==> config.mk <==
export PLATFORM = sky130hd
export DESIGN_NAME = mem_arbiter_flat
export DESIGN_NICKNAME = d
export VERILOG_FILES = /design/src/rtl/mem_arbiter_if.sv /design/src/rtl/mem_arbiter.sv /design/src/flat_wrapper.sv
export SDC_FILE = /design/constraint.sdc
export NUM_CORES = 1
export LEC_CHECK = 0
export ABC_AREA = 0
export CAP_MARGIN = 20
export CORE_MARGIN = 10
export CORE_UTILIZATION = 30
export DETAILED_ROUTE_END_ITERATION = 7
export PLACE_DENSITY_LB_ADDON = 0.1
export SYNTH_ARGS = -nofsm -noshare
export SYNTH_HDL_FRONTEND = slang
export SYNTH_SLANG_ARGS = --single-unit
export TNS_END_PERCENT = 50
==> constraint.sdc <==
create_clock -name clk -period 4.9 [get_ports clk]
set_input_delay 0.98 -clock clk [delete_from_list [all_inputs] [get_ports clk]]
set_output_delay 0.98 -clock clk [all_outputs]
set_load 0.01 [all_outputs]
==> src/rtl/mem_arbiter_if.sv <==
// mem_arbiter_if: fetch port, data port and unified-memory bus of mem_arbiter.
// slave is the arbiter's view; master is the requester/memory side.
interface mem_arbiter_if #(
    parameter int ADDR_W = 32,
    parameter int DATA_W = 32
);
    logic              if_req;
    logic [ADDR_W-1:0] if_addr;
    logic              if_gnt;
    logic              if_rvalid;
    logic [DATA_W-1:0] if_rdata;
    logic              d_req;
    logic              d_we;
    logic [ADDR_W-1:0] d_addr;
    logic [DATA_W-1:0] d_wdata;
    logic              d_gnt;
    logic              d_rvalid;
    logic [DATA_W-1:0] d_rdata;
    logic              mem_en;
    logic              mem_we;
    logic [ADDR_W-1:0] mem_addr;
    logic [DATA_W-1:0] mem_wdata;
    logic [DATA_W-1:0] mem_rdata;
    modport slave (
        input  if_req, if_addr, d_req, d_we, d_addr, d_wdata, mem_rdata,
        output if_gnt, if_rvalid, if_rdata, d_gnt, d_rvalid, d_rdata,
               mem_en, mem_we, mem_addr, mem_wdata
    );
    modport master (
        output if_req, if_addr, d_req, d_we, d_addr, d_wdata, mem_rdata,
        input  if_gnt, if_rvalid, if_rdata, d_gnt, d_rvalid, d_rdata,
               mem_en, mem_we, mem_addr, mem_wdata
    );
endinterface

==> src/rtl/mem_arbiter.sv <==
// mem_arbiter: shares one single-port memory between a fetch and a data requester.
// Define MEM_ARBITER_RR_EN for round-robin on conflicts; otherwise data beats fetch.
module mem_arbiter #(
    parameter int MEM_LAT = 2,
    parameter int ADDR_W  = 32,
    parameter int DATA_W  = 32
) (
    input  logic           clk,
    input  logic           reset,
    mem_arbiter_if.slave   bus,
    output logic           busy
);
    typedef enum logic [1:0] {IDLE, ISSUE, WAIT, RESP} state_t;
    state_t            state_q, state_d;
    logic [2:0]        cnt_q, cnt_d;
    logic              owner_q, owner_d;
    logic              we_q, we_d;
    logic [ADDR_W-1:0] addr_q, addr_d;
    logic [DATA_W-1:0] wdata_q, wdata_d;
    logic              if_gnt_q, if_gnt_d, d_gnt_q, d_gnt_d;
    logic              if_rvalid_q, if_rvalid_d, d_rvalid_q, d_rvalid_d;
    logic              mem_en_q, mem_en_d, mem_we_q, mem_we_d;
    logic              busy_q, busy_d;
    logic              pick;
`ifdef MEM_ARBITER_RR_EN
    // prio_q high means data wins the next simultaneous request
    logic              prio_q, prio_d;
    assign pick = (bus.if_req && bus.d_req) ? prio_q : bus.d_req;
`else
    assign pick = bus.d_req;
`endif
    always_comb begin
        state_d = state_q;
        cnt_d   = cnt_q;
        owner_d = owner_q;
        we_d    = we_q;
        addr_d  = addr_q;
        wdata_d = wdata_q;
`ifdef MEM_ARBITER_RR_EN
        prio_d  = prio_q;
`endif
        case (state_q)
            IDLE: if (bus.if_req || bus.d_req) begin
                state_d = ISSUE;
                owner_d = pick;
                we_d    = pick && bus.d_we;
                addr_d  = pick ? bus.d_addr : bus.if_addr;
                wdata_d = pick ? bus.d_wdata : '0;
`ifdef MEM_ARBITER_RR_EN
                prio_d  = !pick;
`endif
            end
            ISSUE: begin
                state_d = (MEM_LAT == 1) ? RESP : WAIT;
                cnt_d   = 3'(MEM_LAT - 1);
            end
            WAIT: begin
                state_d = (cnt_q == 3'd1) ? RESP : WAIT;
                cnt_d   = cnt_q - 3'd1;
            end
            default: state_d = IDLE;
        endcase
        // outputs are registered images of the state being entered
        if_gnt_d    = (state_d == ISSUE) && !owner_d;
        d_gnt_d     = (state_d == ISSUE) && owner_d;
        mem_en_d    = state_d == ISSUE;
        mem_we_d    = (state_d == ISSUE) && we_d;
        if_rvalid_d = (state_d == RESP) && !owner_d;
        d_rvalid_d  = (state_d == RESP) && owner_d;
        busy_d      = state_d != IDLE;
    end
    always_ff @(posedge clk or posedge reset) begin
        if (reset) begin
            state_q     <= IDLE;
            cnt_q       <= '0;
            owner_q     <= 1'b0;
            we_q        <= 1'b0;
            addr_q      <= '0;
            wdata_q     <= '0;
            if_gnt_q    <= 1'b0;
            d_gnt_q     <= 1'b0;
            if_rvalid_q <= 1'b0;
            d_rvalid_q  <= 1'b0;
            mem_en_q    <= 1'b0;
            mem_we_q    <= 1'b0;
            busy_q      <= 1'b0;
`ifdef MEM_ARBITER_RR_EN
            prio_q      <= 1'b1;
`endif
        end else begin
            state_q     <= state_d;
            cnt_q       <= cnt_d;
            owner_q     <= owner_d;
            we_q        <= we_d;
            addr_q      <= addr_d;
            wdata_q     <= wdata_d;
            if_gnt_q    <= if_gnt_d;
            d_gnt_q     <= d_gnt_d;
            if_rvalid_q <= if_rvalid_d;
            d_rvalid_q  <= d_rvalid_d;
            mem_en_q    <= mem_en_d;
            mem_we_q    <= mem_we_d;
            busy_q      <= busy_d;
`ifdef MEM_ARBITER_RR_EN
            prio_q      <= prio_d;
`endif
        end
    end
    assign bus.if_gnt    = if_gnt_q;
    assign bus.d_gnt     = d_gnt_q;
    assign bus.if_rvalid = if_rvalid_q;
    assign bus.d_rvalid  = d_rvalid_q;
    assign bus.mem_en    = mem_en_q;
    assign bus.mem_we    = mem_we_q;
    assign bus.mem_addr  = addr_q;
    assign bus.mem_wdata = wdata_q;
    assign bus.if_rdata  = bus.mem_rdata;
    assign bus.d_rdata   = bus.mem_rdata;
    assign busy          = busy_q;
endmodule

==> src/flat_wrapper.sv <==
// flat-port wrapper written by rule: the top's interface ports become plain ports
module mem_arbiter_flat 
#(
    parameter int MEM_LAT = 2,
    parameter int ADDR_W  = 32,
    parameter int DATA_W  = 32
)
  (clk, reset, busy, bus_if_req, bus_if_addr, bus_d_req, bus_d_we, bus_d_addr, bus_d_wdata, bus_mem_rdata, bus_if_gnt, bus_if_rvalid, bus_if_rdata, bus_d_gnt, bus_d_rvalid, bus_d_rdata, bus_mem_en, bus_mem_we, bus_mem_addr, bus_mem_wdata);
  mem_arbiter_if #(.ADDR_W(ADDR_W), .DATA_W(DATA_W)) bus_i ();
  input  logic clk;
  input  logic reset;
  output logic busy;
  input wire logic [$bits(bus_i.if_req)-1:0] bus_if_req;
  input wire logic [$bits(bus_i.if_addr)-1:0] bus_if_addr;
  input wire logic [$bits(bus_i.d_req)-1:0] bus_d_req;
  input wire logic [$bits(bus_i.d_we)-1:0] bus_d_we;
  input wire logic [$bits(bus_i.d_addr)-1:0] bus_d_addr;
  input wire logic [$bits(bus_i.d_wdata)-1:0] bus_d_wdata;
  input wire logic [$bits(bus_i.mem_rdata)-1:0] bus_mem_rdata;
  output wire logic [$bits(bus_i.if_gnt)-1:0] bus_if_gnt;
  output wire logic [$bits(bus_i.if_rvalid)-1:0] bus_if_rvalid;
  output wire logic [$bits(bus_i.if_rdata)-1:0] bus_if_rdata;
  output wire logic [$bits(bus_i.d_gnt)-1:0] bus_d_gnt;
  output wire logic [$bits(bus_i.d_rvalid)-1:0] bus_d_rvalid;
  output wire logic [$bits(bus_i.d_rdata)-1:0] bus_d_rdata;
  output wire logic [$bits(bus_i.mem_en)-1:0] bus_mem_en;
  output wire logic [$bits(bus_i.mem_we)-1:0] bus_mem_we;
  output wire logic [$bits(bus_i.mem_addr)-1:0] bus_mem_addr;
  output wire logic [$bits(bus_i.mem_wdata)-1:0] bus_mem_wdata;
  assign bus_i.if_req = bus_if_req;
  assign bus_i.if_addr = bus_if_addr;
  assign bus_i.d_req = bus_d_req;
  assign bus_i.d_we = bus_d_we;
  assign bus_i.d_addr = bus_d_addr;
  assign bus_i.d_wdata = bus_d_wdata;
  assign bus_i.mem_rdata = bus_mem_rdata;
  assign bus_if_gnt = bus_i.if_gnt;
  assign bus_if_rvalid = bus_i.if_rvalid;
  assign bus_if_rdata = bus_i.if_rdata;
  assign bus_d_gnt = bus_i.d_gnt;
  assign bus_d_rvalid = bus_i.d_rvalid;
  assign bus_d_rdata = bus_i.d_rdata;
  assign bus_mem_en = bus_i.mem_en;
  assign bus_mem_we = bus_i.mem_we;
  assign bus_mem_addr = bus_i.mem_addr;
  assign bus_mem_wdata = bus_i.mem_wdata;
  mem_arbiter #(.MEM_LAT(MEM_LAT), .ADDR_W(ADDR_W), .DATA_W(DATA_W)) u_core (.clk(clk), .reset(reset), .bus(bus_i), .busy(busy));
endmodule
; Word-level counts from Yosys, hierarchy flattened
; Index checks and enable logic that the tools add are counted.
[classes]
addsub = 1
n_eq_ne = 5
mux = 10
reduce_logical = 12
[op_table]
columns = op, n
row1 = 2-to-1 mux 32 bit, 2
row2 = logical AND 1 bit, 6
row3 = one-hot mux 2 bit (3 select lines), 1
row4 = one-hot mux 3 bit (2 select lines), 1
row5 = 2-to-1 mux 1 bit, 5
row6 = == test 2 x 1 -> 1 bit (second input constant), 2
row7 = == test 2 bit (second input constant), 2
row8 = nonzero test 2 bit, 2
row9 = == test 3 x 1 -> 1 bit (second input constant), 1
row10 = subtractor 3 x 1 -> 3 bit (second input constant), 1
row11 = zero test 2 bit, 1
row12 = 2-to-1 mux 2 bit, 1
row13 = AND reduction 2 bit, 1
row14 = zero test 1 bit, 1
row15 = logical OR 1 bit, 1
[word_totals]
reg_bits = 78
in_bits = 133
output_inout_bits = 135
elab_cells = 41

; Depth between registers and ports, before layout
[depth]
word_depth = 5
mapped_depth = 7
depth_no_buf = 6

; Worst setup path after synthesis
; OpenSTA, ideal clock, no wires.
[synth_timing]
path_kind = input to output
from = input port bus_mem_rdata[0]
to = output port bus_d_rdata[0]
arrival_ps = 1099
required_ps = 3920
setup_slack_ps = 2821
path_stages = 1
path_cell_list = buf_4
[synth_rtl]
columns = item, line_no
row1 = "start, declared", flat_wrapper.sv:19  ; input wire logic [$bits(bus_i.mem_rdata)-1:0] bus_mem_rdata;
row2 = "end, declared", flat_wrapper.sv:25  ; output wire logic [$bits(bus_i.d_rdata)-1:0] bus_d_rdata;
; No word-level cell between the ends.

; Final worst setup path
[layout_timing]
from = input port bus_d_req
to = register u_core.addr_q[31], in the netlist u_core.bus.mem_addr[31]
[layout_via]
elab_chain_len = 2
[layout_rtl]
columns = item, line_no
row1 = "start, declared", flat_wrapper.sv:15  ; input wire logic [$bits(bus_i.d_req)-1:0] bus_d_req;
row2 = logical OR 1 bit, mem_arbiter.sv:43  ; IDLE: if (bus.if_req || bus.d_req) begin
row3 = AND reduction 2 bit (no source line), -
row4 = "end signal, assigned", mem_arbiter.sv:95  ; addr_q <= addr_d;
row5 = "end, declared", mem_arbiter.sv:18  ; logic [ADDR_W-1:0] addr_q, addr_d;
; Several ways; a longest one is shown, not always the timed one.
; A chain may end at the register's enable or synchronous reset.

==> results.md <==
- Leakage power total: 2.375 nW
- Worst slack at placement: 1.814 ns
- CTS clock-pin slew for the worst setup and hold paths: 0.06 ns
- Peak per-stage delay on the critical path: between 0.6 and 0.7 ns
- Count of unresolved DRC violations after routing: 0
- Ys async rst share: 1.000
- Gates resized, CTS repair: 0
- Hold Fails Final Rpt: 0
- Largest driver fanout on the critical path: 77
- I/O pin total: 268
- Count of input and output buffers: 171
- Largest net degree at the start of global routing: 78
- Maximum clock rate: 375.4 MHz
- Critical Path Sink Type: flip-flop
- Clock sink count: 78
- Average size of a mapped cell: 11.29 um^2
- Sum of net half-perimeters after detailed placement: 7665 um
- Share of cell area taken by muxes after synthesis: 0.08755
- Share of the synthesized area in compound gates (AO/OA/AOI/OAI): 0.1395
- Number of rows in the core area: 40
- Post-synth EDFFs: 0
- Total congestion overflow after global routing: 0
- DP Area: 4996 um^2
- Simple logic cell fraction of the synthesized area: 0.05438
- Launch point of the critical path: bus_d_req
- Main combinational cell family by area after synthesis: buffers and inverters
- RR Endpoint: u_core.bus.mem_we$_DFF_PP0_
- Tightest slew margin relative to the limit: 0.4095
- Required time of the worst setup path: 5.07 ns
- Setup repair after global routing missed its margin: no
- Total setup violations reported at the end of the flow: 0
- Routed wire length: 10,190 um
- Inserted Diodes: 0
- Post-synthesis cell type count: 24
- Fin crit period: 2.664 ns
- Worst-case vdd ir drop: 0.0002277 V
- Kind of launch point of the worst setup path: input pin
- Post-synth design cell area: 3659 um^2
- Max-slew violation count: 0
- Crit-path most repeated cell: sky130_fd_sc_hd__buf_4
- Source-to-sink clock delay at the later pin of the worst-skew pair: around 0.32 ns
- Termination of the worst setup path: u_core.bus.mem_addr[31]$_DFFE_PP0P_
- Leading cell type in the layout, fill and taps excluded: sky130_fd_sc_hd__clkdlybuf4s50_1
- Buffers inserted by post-CTS timing repair: 0
- Commonest cells after routing, fill and taps aside: sky130_fd_sc_hd__clkdlybuf4s50_1 (170), sky130_fd_sc_hd__dfrtp_1 (78), sky130_fd_sc_hd__nand2_1 (34)
- Most instantiated flip-flop cell in the synthesis netlist: sky130_fd_sc_hd__dfrtp_1
- Worst hold path type: flip-flop to flip-flop
- Number of cells on the worst reg-to-reg path: 6
- Pwr/cell area: 579.9 nW/um^2
- Final worst clock skew: 0.003807 ns
- Internal power: roughly 0.0021 W
- Root buffer cell: sky130_fd_sc_hd__clkbuf_16
- CP cell instances: buf_2, buf_4, o21ai_4, buf_4, o21ai_0
- Least-Margin Pin Slew: roughly 0.88 ns
- Logic pwr share: 0.435
- Die outline area: 17,010 um^2
- Synthesized net count: 462
- Area growth, synth to finish: 44.80%
- Per-cell routed wire length: around 18 um
- Number of flip-flops and latches in the synthesized netlist: 78
- Run status: finished clean
- Proportion of total power due to net switching: 0.3274
- Period utilization: 0.5437
- Worst Hold Margin: roughly 0.48 ns
- Iteration-0 DRC Markers: 102
- Die width: roughly 130 um
- Startpoint of the most critical register-to-register path: u_core.state_q[0]$_DFF_PP0_
- Classification of the worst setup path: input pin to flip-flop
- Util after Layout: 0.4429
- Clock tree from TritonCTS: done
- Clock network fraction of total power: 0.216
- Die boundary height: approximately 130 um
- Worst Setup Slack, final: between 2 and 2.5 ns
- Post-synthesis cell count: 324
- Antenna violations before repair: 0
- Net Switching: 0.001006 W
- Routed via count: roughly 2,600
- Count of maximum capacitance violations: 0
- Via count of the first global-routing pass: 2,793
- Area of all placed cells without fillers: 5298 um^2
- Worst EP arrival: 2.84 ns
- Cell type of the slowest stage on the worst timing path: sky130_fd_sc_hd__buf_4
- Worst reg2reg setup slack: about 2.8 ns
- Synthesized-area fraction occupied by adder cells: 0.01710
- Sequential Power Share: 0.350
- Post-route setup TNS: 0 ns
- Number of detailed-route iterations in the first pass: 7
- Sequential element share of the synthesized area: 0.5335
- Count of hold-fix buffers inserted at cts: 0
- Yosys synthesis warning count: 0
- Number of nets at the end of the flow: 566
- Max Buffers Root-to-Sink: 2
- Total number of H-tree levels: 3
- Number of nets with antenna violations after detailed routing: 0
- Fraction of final layout cells with drive strength greater than 1: 0.05312
- Core Box Area: 11,960 um^2
- Via-per-instance ratio: 4.416
- Xor and xnor fraction of the mapped netlist area: 0
- TritonCTS Buffers: 9
- Routability congestion estimate from global placement: 0.7219
- Total track usage: 0.1160
- Starting Density: 0.3059
- First-pass GRT wire length: ~15,000 um
[metal layers]
metal  up-vias  global-route usage  share of wire
met5         -                   0              0
met4         0             0.03401         0.0093
met3        16             0.06809           0.13
met2       130              0.1701           0.43
met1      1160              0.1411           0.43
li1       1255                   -              -
[power groups by stage]
| stage | Sequential, W | Clock, W | Combinational [W] |
|---|---|---|---|
| final | 0.00107 | 0.000663 | 0.00134 |
| after global routing | 0.00111 | 0.000719 | 0.00147 |
| after CTS | 0.00108 | 0.000689 | 0.00137 |
| after detailed placement | 0.00108 | 0 | 0.00137 |
| after global placement | 0.00108 | 0 | 0.00135 |
| after floorplan | 0.00120 | 0 | 0.000567 |
[through the flow]
| step | instances | total power [W] |
|---|---|---|
| 6_report | 580 | 0.003072 |
| 5_1_grt | 580 | 0.003304 |
| 4_1_cts | 580 | 0.003137 |
| 3_5_place_dp | 564 | 0.002448 |
| 3_3_place_gp | 564 | 0.002433 |
| 2_1_floorplan | 324 | 0.001764 |
[worst min path at each step]
stage,startpoint,end,depth (start not counted)
6_report,u_core.bus.mem_addr[15]$_DFFE_PP0P_,u_core.bus.mem_addr[15]$_DFFE_PP0P_,2
5_1_grt,u_core.bus.mem_addr[27]$_DFFE_PP0P_,u_core.bus.mem_addr[27]$_DFFE_PP0P_,2
4_1_cts,u_core.bus.mem_addr[20]$_DFFE_PP0P_,u_core.bus.mem_addr[20]$_DFFE_PP0P_,2
3_5_place_dp,u_core.bus.mem_addr[20]$_DFFE_PP0P_,u_core.bus.mem_addr[20]$_DFFE_PP0P_,2
3_3_place_gp,u_core.bus.mem_addr[15]$_DFFE_PP0P_,u_core.bus.mem_addr[15]$_DFFE_PP0P_,2
2_1_floorplan,u_core.cnt_q[2]$_DFFE_PP0P_,u_core.cnt_q[2]$_DFFE_PP0P_,1
[cell usage after synthesis, types with 2 or more instances]
library cell                n  area share
sky130_fd_sc_hd__dfrtp_1   78        0.53
sky130_fd_sc_hd__buf_4     68        0.14
sky130_fd_sc_hd__nand2_1   34       0.035
sky130_fd_sc_hd__a22o_1    33       0.079
sky130_fd_sc_hd__mux2i_1   32       0.088
sky130_fd_sc_hd__o21ai_0   28       0.038
sky130_fd_sc_hd__buf_2     11       0.015
sky130_fd_sc_hd__inv_1      8      0.0082
sky130_fd_sc_hd__o21ai_1    7      0.0096
sky130_fd_sc_hd__ha_1       5       0.017
sky130_fd_sc_hd__and3_1     3      0.0051
sky130_fd_sc_hd__clkbuf_1   2      0.0021
sky130_fd_sc_hd__nand3b_1   2      0.0041
sky130_fd_sc_hd__nor2_1     2      0.0021
sky130_fd_sc_hd__nor2b_1    2      0.0034
[flip-flops by register name, indices dropped and copies added, names as in the netlist, 2 cells and up]
signal                count
u_core.bus.mem_addr      32
u_core.bus.mem_wdata     32
u_core.cnt_q              3
u_core.state_q            2
[area by class of cell]
type	count	area, um^2
fillers	1116	6664
clock inverters	5	58.81
multi-input cells	156	1092
inverters	8	31.28
flip-flops and latches	78	1952
clock buffers	11	242.7
well taps	147	183.9
repair buffers	175	1737
[cell families (layout without fill, tap and decap cells)]
logic type / count (synthesis) / in the layout
flip-flops: 78 / 78
buffers and inverters: 90 / 199
multiplexers: 32 / 32
adder cells (fa/ha/maj): 5 / 5
AND/OR/NAND/NOR: 46 / 46
AO/OA/AOI/OAI: 73 / 73
[worst max-delay path, delay by kind of cell]
family,cells,cell delay (ns)
AOI/OAI and AO/OA,2,0.76
buffers and inverters,3,1.03
Note: power is estimated with default switching activity, not from simulation.
